==> config.mk <==
export PLATFORM = sky130hd
export DESIGN_NAME = arith_issue_capture
export DESIGN_NICKNAME = d
export VERILOG_FILES = /design/src/rtl/arith_pkg.sv /design/src/rtl/ArithOp.sv /design/src/rtl/arith_res_fifo.sv /design/src/rtl/arith_issue_capture.sv
export SDC_FILE = /design/constraint.sdc
export NUM_CORES = 1
export LEC_CHECK = 0
export CAP_MARGIN = 20
export CORE_ASPECT_RATIO = 0.6
export CORE_MARGIN = 5
export CORE_UTILIZATION = 55
export CTS_CLUSTER_DIAMETER = 100
export CTS_CLUSTER_SIZE = 28
export DETAILED_ROUTE_END_ITERATION = 10
export GPL_ROUTABILITY_DRIVEN = 1
export HOLD_SLACK_MARGIN = 0.15
export PLACE_DENSITY = 0.79
export SYNTH_ARGS = -nofsm -noshare
export SYNTH_HDL_FRONTEND = slang
export SYNTH_HIERARCHICAL = 1
export SYNTH_SLANG_ARGS = --single-unit
==> constraint.sdc <==
create_clock -name clk -period 13.5 [get_ports clk]
set_input_delay 3.375 -clock clk [delete_from_list [all_inputs] [get_ports clk]]
set_output_delay 3.375 -clock clk [all_outputs]
set_load 0.01 [all_outputs]
==> src/rtl/arith_pkg.sv <==
// Shared opcodes, flag bit positions and the result-FIFO entry layout
// for the arith_issue_capture stage.
package arith_pkg;

   localparam logic [2:0] OP_ADD = 3'd0;
   localparam logic [2:0] OP_SUB = 3'd1;
   localparam logic [2:0] OP_MUL = 3'd2;
   localparam logic [2:0] OP_DIV = 3'd3;
   localparam logic [2:0] OP_MOD = 3'd4;

   localparam int FLG_ZERO = 0;
   localparam int FLG_OVF  = 1;
   localparam int FLG_DBZ  = 2;
   localparam int FLG_ILL  = 3;

   localparam int ENTRY_W = 3 + 4 + 4;

   typedef struct packed {
      logic [2:0] op;
      logic [3:0] res;
      logic [3:0] flags;
   } entry_t;

   function automatic logic is_legal(input logic [2:0] op);
      return op <= OP_MOD;
   endfunction

endpackage

==> src/rtl/ArithOp.sv <==
// Existing combinational ArithOp unit: all five results of in1/in2, 4 bits each.
// Division and modulo by zero return 0.
module ArithOp (
   input  logic [3:0] in1,
   input  logic [3:0] in2,
   output logic [3:0] res1,
   output logic [3:0] res2,
   output logic [3:0] res3,
   output logic [3:0] res4,
   output logic [3:0] res5
);

   assign res1 = in1 + in2;
   assign res2 = in1 - in2;
   assign res3 = in1 * in2;
   assign res4 = (in2 == 4'd0) ? 4'd0 : in1 / in2;
   assign res5 = (in2 == 4'd0) ? 4'd0 : in1 % in2;

endmodule

==> src/rtl/arith_res_fifo.sv <==
// Synchronous result FIFO, DEPTH entries of W bits, registered pointers and
// occupancy count. Push when full and pop when empty are ignored.
module arith_res_fifo
   import arith_pkg::*;
#(
   parameter int DEPTH = 4,
   parameter int W     = ENTRY_W
) (
   input  logic                     clk,
   input  logic                     rst,
   input  logic                     push,
   input  logic [W-1:0]             wdata,
   input  logic                     pop,
   output logic [W-1:0]             rdata,
   output logic [$clog2(DEPTH):0]   level
);

   localparam int AW = $clog2(DEPTH);
   localparam logic [AW:0] DEPTH_L = (AW+1)'(DEPTH);

   logic [W-1:0]  mem [DEPTH];
   logic [AW-1:0] wr_ptr;
   logic [AW-1:0] rd_ptr;
   logic          do_push;
   logic          do_pop;

   assign do_push = push && (level != DEPTH_L);
   assign do_pop  = pop && (level != '0);
   assign rdata   = mem[rd_ptr];

   // Power-of-two depth lets the pointers wrap by natural overflow.
   always_ff @(posedge clk or posedge rst) begin
      if (rst) begin
         wr_ptr <= '0;
         rd_ptr <= '0;
         level  <= '0;
      end else begin
         if (do_push) wr_ptr <= wr_ptr + AW'(1);
         if (do_pop)  rd_ptr <= rd_ptr + AW'(1);
         case ({do_push, do_pop})
            2'b10:   level <= level + (AW+1)'(1);
            2'b01:   level <= level - (AW+1)'(1);
            default: level <= level;
         endcase
      end
   end

   always_ff @(posedge clk) begin
      if (do_push) mem[wr_ptr] <= wdata;
   end

endmodule

==> src/rtl/arith_issue_capture.sv <==
// Registers an operation request in front of ArithOp, selects the result,
// derives status flags and queues {op,res,flags} for a downstream consumer.
module arith_issue_capture
   import arith_pkg::*;
#(
   parameter int DEPTH = 4
) (
   input  logic                     clk,
   input  logic                     rst,
   input  logic                     in_valid,
   output logic                     in_ready,
   input  logic [2:0]               in_op,
   input  logic [3:0]               in_a,
   input  logic [3:0]               in_b,
   output logic                     out_valid,
   input  logic                     out_ready,
   output logic [2:0]               out_op,
   output logic [3:0]               out_res,
   output logic [3:0]               out_flags,
   output logic [$clog2(DEPTH):0]   level
);

   localparam int LW = $clog2(DEPTH) + 1;
   localparam logic [LW:0] DEPTH_L = (LW+1)'(DEPTH);

   logic          s1_v;
   logic [2:0]    s1_op;
   logic [3:0]    s1_a;
   logic [3:0]    s1_b;
   logic [3:0]    res1, res2, res3, res4, res5;
   logic [LW:0]   occ;
   entry_t        ent;
   entry_t        head;
   logic [ENTRY_W-1:0] head_bits;

   // Counting the S1 entry as occupied guarantees it always has a FIFO slot.
   assign occ      = {1'b0, level} + {{LW{1'b0}}, s1_v};
   assign in_ready = occ < DEPTH_L;

   always_ff @(posedge clk or posedge rst) begin
      if (rst) begin
         s1_v  <= 1'b0;
         s1_op <= '0;
         s1_a  <= '0;
         s1_b  <= '0;
      end else begin
         s1_v <= in_valid && in_ready;
         if (in_valid && in_ready) begin
            s1_op <= in_op;
            s1_a  <= in_a;
            s1_b  <= in_b;
         end
      end
   end

   ArithOp u_arith (
      .in1  (s1_a),
      .in2  (s1_b),
      .res1 (res1),
      .res2 (res2),
      .res3 (res3),
      .res4 (res4),
      .res5 (res5)
   );

   // Overflow is judged on widened arithmetic, independent of ArithOp.
   always_comb begin
      ent       = '0;
      ent.op    = s1_op;
      case (s1_op)
         OP_ADD: begin
            ent.res            = res1;
            ent.flags[FLG_OVF] = ({1'b0, s1_a} + {1'b0, s1_b}) > 5'd15;
         end
         OP_SUB: begin
            ent.res            = res2;
            ent.flags[FLG_OVF] = s1_a < s1_b;
         end
         OP_MUL: begin
            ent.res            = res3;
            ent.flags[FLG_OVF] = ({4'b0, s1_a} * {4'b0, s1_b}) > 8'd15;
         end
         OP_DIV: begin
            ent.res            = (s1_b == 4'd0) ? 4'd0 : res4;
            ent.flags[FLG_DBZ] = s1_b == 4'd0;
         end
         OP_MOD: begin
            ent.res            = (s1_b == 4'd0) ? 4'd0 : res5;
            ent.flags[FLG_DBZ] = s1_b == 4'd0;
         end
         default: begin
            ent.res            = 4'd0;
            ent.flags[FLG_ILL] = !is_legal(s1_op);
         end
      endcase
      ent.flags[FLG_ZERO] = ent.res == 4'd0;
   end

   arith_res_fifo #(
      .DEPTH (DEPTH),
      .W     (ENTRY_W)
   ) u_fifo (
      .clk   (clk),
      .rst   (rst),
      .push  (s1_v),
      .wdata (ent),
      .pop   (out_valid && out_ready),
      .rdata (head_bits),
      .level (level)
   );

   assign head      = entry_t'(head_bits);
   assign out_valid = level != '0;
   assign out_op    = out_valid ? head.op    : '0;
   assign out_res   = out_valid ? head.res   : '0;
   assign out_flags = out_valid ? head.flags : '0;

endmodule

==> out/results.env <==
RUN_STATUS='completed'
CLOCK_NETWORK_LATENCY_TO_THE_LATER_PIN_OF_THE_WORST_SKEW_PAIR_NS=0.33
DIE-AREA_SQ_MM=0.00976
CLOCK-SINKS=63
ANTENNA_VIOLATIONS_BEFORE_REPAIR=0
FINISH.UTILIZATION_PCT=64.7
SYNTH_SEQ_CELLS=63
TRITONCTS_CLOCK_TREE='built'
TIMING.HOLD.WORST.CLASS='reg -> reg'
YOSYSWARNINGS=6
NETLIST.AREA_LEADER.SHARE_PCT=30.7
ROUTED.TOP_LAYER='met4'
NUMBER_OF_NETS_WITH_ANTENNA_VIOLATIONS_AFTER_DETAILED_ROUTING=0
TIGHTEST_SLEW_NS=0.731
HOLD-PATH-CELL-COUNT=1
AREA_OF_THE_MULTI_INPUT_GATES_SQ_MM=0.00229
WL_MET1_UM=4220
FINAL.PERIOD_UTILIZATION_PCT=42.7
SYNTH_TOP_CELL_BY_AREA='sky130_fd_sc_hd__edfxtp_1'
SEQ_AREA_FRAC_SYNTH_PCT=41.7
CAP_VIOLATIONS=0
FINCLKSKEW_NS=0.0107
DRCVIOLATIONCOUNT=0
LAYOUT.NETS=451
SETUP.WORST_PATH.CLASS='reg -> out'
SYNTH_TOP_FAMILY_BY_AREA='adder cells'
REGAREA_SQ_MM=0.00180
POST_SYNTH_MUX_AREA_SHARE_PCT=9.73
GR-TOTAL-OVERFLOW=0
GRT_PASS1_VIAS=2957
AMOUNT_OF_WIRE_ON_MET2_AFTER_DETAILED_ROUTING_UM=4070
DRT_FIRST_ITER_VIOLATIONS=210
CTS-ROOT-TO-SINK-BUFFERS=2
CRIT-REG2REG-LAUNCH='s1_b[0]'
CTS_RESIZED=0
WORSTPATHCELLLIST='mux4_1, nor2b_1, clkdlybuf4s50_1'
STARTPOINT_TYPE='register'
PLACE.DETAILED.HPWL_UM=6240
SYNTHSIMPLEGATEAREAFRAC_PCT=11.5
FINAL-MAX-SLEW-VIOLATION-COUNT=0
START_POINT_OF_THE_CRITICAL_PATH='u_fifo/rd_ptr[0]'
CPMAXSTAGEDELAYCELL='sky130_fd_sc_hd__dfrtp_1'
YS_ASYNC_SR_FRACTION_PCT=30.2
PERIOD_MINUS_SLACK_NS=5.76
POST_CTS_BUFFERS=0
LAYOUT.CELLS.MOST_COMMON_LIST='48 x sky130_fd_sc_hd__ha_1, 44 x sky130_fd_sc_hd__edfxtp_1, 38 x sky130_fd_sc_hd__inv_1, 30 x sky130_fd_sc_hd__clkdlybuf4s50_1, 19 x sky130_fd_sc_hd__dfrtp_1'
AVGSYNTHCELLAREA_SQ_UM=12.5
CLK_PIN_SLEW_WORST_PATHS_NS=0.06
GLOBAL_ROUTE_USAGE_OVER_ALL_LAYERS_PCT=19.3
CTS-HTREE-LEVELS=3
VIAS=2793
REGTOREGENDPOINT='u_fifo/mem[0][0]'
LARGEST_NET_DEGREE_AT_THE_START_OF_GLOBAL_ROUTING=20
DETAIL_ROUTE.WL_PER_CELL_UM=17.9
RELSLEWSLACK_PCT=50.8
SYNTH_ENABLE_FLOP_CELLS=44
ROUTABILITYCONGESTION=0.882
WORST_SETUP_PATH_ENDPOINT='out_flags[3]'
CTS-BUFFERS-INSERTED=9
COMPOUND_GATE_PORTION_OF_THE_SYNTHESIZED_AREA_PCT=9.49
MET3WIRELENGTH_UM=474
DP_WORST_SETUP_SLACK_NS=7.96
SYNTH-ADDER-AREA-SHARE_PCT=18.1
SYNTH.TOP_CELLS.BY_AREA='sky130_fd_sc_hd__edfxtp_1 31%, sky130_fd_sc_hd__ha_1 14%, sky130_fd_sc_hd__dfrtp_1 11%, sky130_fd_sc_hd__fa_1 4.2%, sky130_fd_sc_hd__mux4_2 4.2%'
TIMING.CRITICAL_PATH.TO_TYPE='output pin'
WORST-ENDPOINT-REQUIRED_NS=10.12
R2R_SLACK_NS=7.81
NUMBER_OF_I_O_PINS=31
TOTAL_NEGATIVE_SETUP_SLACKS_NS=0
CPPEAKSTAGEDELAY_NS=0.82
INITIAL_CORE_UTILIZATION_PCT=55.5
FIRSTDRTPASSITERS=4
LAYOUT.CELLS.MOST_COMMON='sky130_fd_sc_hd__ha_1'
FMAXACHIEVABLE_MHz=174
SYN_INST=346
FLOORPLAN.DIE.WIDTH_UM=124
FINALHOLDVIOLCOUNT=0
FINALWORSTSETUPSLACK_NS=7.74
FINALWIRELENGTH_UM=8810
PORTBUFFERS=30
FRACTION_OF_LAYOUT_CELLS_WITH_A_SIZE_SUFFIX_ABOVE_1_PCT=12.5
SYNTH_AREA_IN_XOR_XNOR_PCT=4.27
AREA_GROWTH_PCT=16.6
CORE_REGION_AREA_SQ_MM=0.00776
FINALSETUPVIOLATIONS=0
ANTENNA-DIODE-COUNT=0
ROUTED_VIA_DENSITY=5.68
CTSROOTBUFFERMASTER='sky130_fd_sc_hd__clkbuf_16'
R2R_CELLS=21
DOMINANTREGCELLSYNTH='sky130_fd_sc_hd__edfxtp_1'
FILLCELLCOUNT=586
SYN-NUM-NETS=418
POST_CTS_HOLD_BUFFER_COUNT=0
CRIT_PATH_MAX_FANOUT=13
FLOORPLAN.DIE.HEIGHT_UM=78.6
NUM_ROWS=25
RSZ_0062_RAISED_AFTER_GLOBAL_ROUTING='false'
CRITICAL_PATH_ARRIVAL_NS=2.39
WHS_NS=0.587
SYNTH.LIB_CELLS_USED.DISTINCT=55
POST_SYNTH_INSTANCE_AREA_SQ_MM=0.00431
GRT_PASS1_WL_UM=15000
-- cell type report --
cell class	instances	share of cell area, %
Clock inverter	7	2.49
Multi-Input combinational cell	236	45.6
Sequential cell	63	35.8
Clock buffer	9	4.48
Tap cell	108	2.69
Timing Repair Buffer	31	6.13
Inverter	38	2.84
-- critical path, delay by kind of cell, from the launching register on --
family | cells | cell delay [ns]
flip-flops | 1 | 0.82
buffers and inverters | 1 | 0.48
multiplexers | 1 | 0.63
AND/OR/NAND/NOR | 1 | 0.14
-- routing by layer --
metal,global-route usage [%],vias up
li1,-,1308
met3,5.10,5
met5,0,-
met4,3.28,0
met2,30.8,82
met1,27.3,1398
-- metrics by stage --
| stage | instance area [sq um] | std cells |
|---|---|---|
| after floorplan | 4310 | 346 |
| after global placement | 4670 | 476 |
| after detailed placement | 4670 | 476 |
| after CTS | 5020 | 492 |
| after global routing | 5020 | 492 |
| final | 5020 | 492 |
-- state kept, by name (all words and copies together) (netlist names) --
register and cells:
u_fifo/mem 44, s1_a 4, s1_b 4, s1_op 3, u_fifo/level 3, u_fifo/rd_ptr 2
u_fifo/wr_ptr 2, s1_v 1
-- how the worst min path moves through the flow --
| stage | start | to | slack [ns] |
|---|---|---|---|
| after floorplan | s1_op[2] | u_fifo/mem[0][10] | 0.50 |
| after global placement | u_fifo/wr_ptr[1] | u_fifo/wr_ptr[1] | 0.55 |
| after detailed placement | u_fifo/wr_ptr[1] | u_fifo/wr_ptr[1] | 0.57 |
| final | u_fifo/wr_ptr[1] | u_fifo/wr_ptr[1] | 0.59 |
| after global routing | u_fifo/wr_ptr[1] | u_fifo/wr_ptr[1] | 0.63 |
| after CTS | u_fifo/wr_ptr[1] | u_fifo/wr_ptr[1] | 0.59 |
-- synthesized netlist by cell type, types with 2 or more instances --
cell,number
sky130_fd_sc_hd__a21o_1,2
sky130_fd_sc_hd__a21oi_1,7
sky130_fd_sc_hd__a22oi_1,2
sky130_fd_sc_hd__a22oi_2,2
sky130_fd_sc_hd__a31oi_4,2
sky130_fd_sc_hd__and2_1,12
sky130_fd_sc_hd__and2b_1,2
sky130_fd_sc_hd__buf_4,2
sky130_fd_sc_hd__buf_6,5
sky130_fd_sc_hd__dfrtp_1,19
sky130_fd_sc_hd__edfxtp_1,44
sky130_fd_sc_hd__fa_1,9
sky130_fd_sc_hd__ha_1,48
sky130_fd_sc_hd__inv_1,38
sky130_fd_sc_hd__mux2_2,8
sky130_fd_sc_hd__mux2i_1,7
sky130_fd_sc_hd__mux4_1,3
sky130_fd_sc_hd__mux4_2,8
sky130_fd_sc_hd__nand2_1,13
sky130_fd_sc_hd__nand2b_1,3
sky130_fd_sc_hd__nand3_1,5
sky130_fd_sc_hd__nand3b_1,4
sky130_fd_sc_hd__nor2_1,11
sky130_fd_sc_hd__nor2b_1,12
sky130_fd_sc_hd__nor3_1,5
sky130_fd_sc_hd__nor3b_1,2
sky130_fd_sc_hd__o21a_1,9
sky130_fd_sc_hd__o21ai_0,6
sky130_fd_sc_hd__o21ai_1,2
sky130_fd_sc_hd__o22ai_1,9
sky130_fd_sc_hd__or3_1,2
sky130_fd_sc_hd__xnor2_1,11
sky130_fd_sc_hd__xor2_1,10
-- cell families (layout without fill, tap and decap cells) --
logic type	Yosys count	in the layout
simple gates	80	80
flops	63	63
fa+ha+maj	57	57
compound gates	52	52
buf+inv	47	85
mux	26	26
xor+xnor	21	21
Power is not shown: default switching activity piles up to over one toggle a cycle in this logic, so the estimate is an artifact.
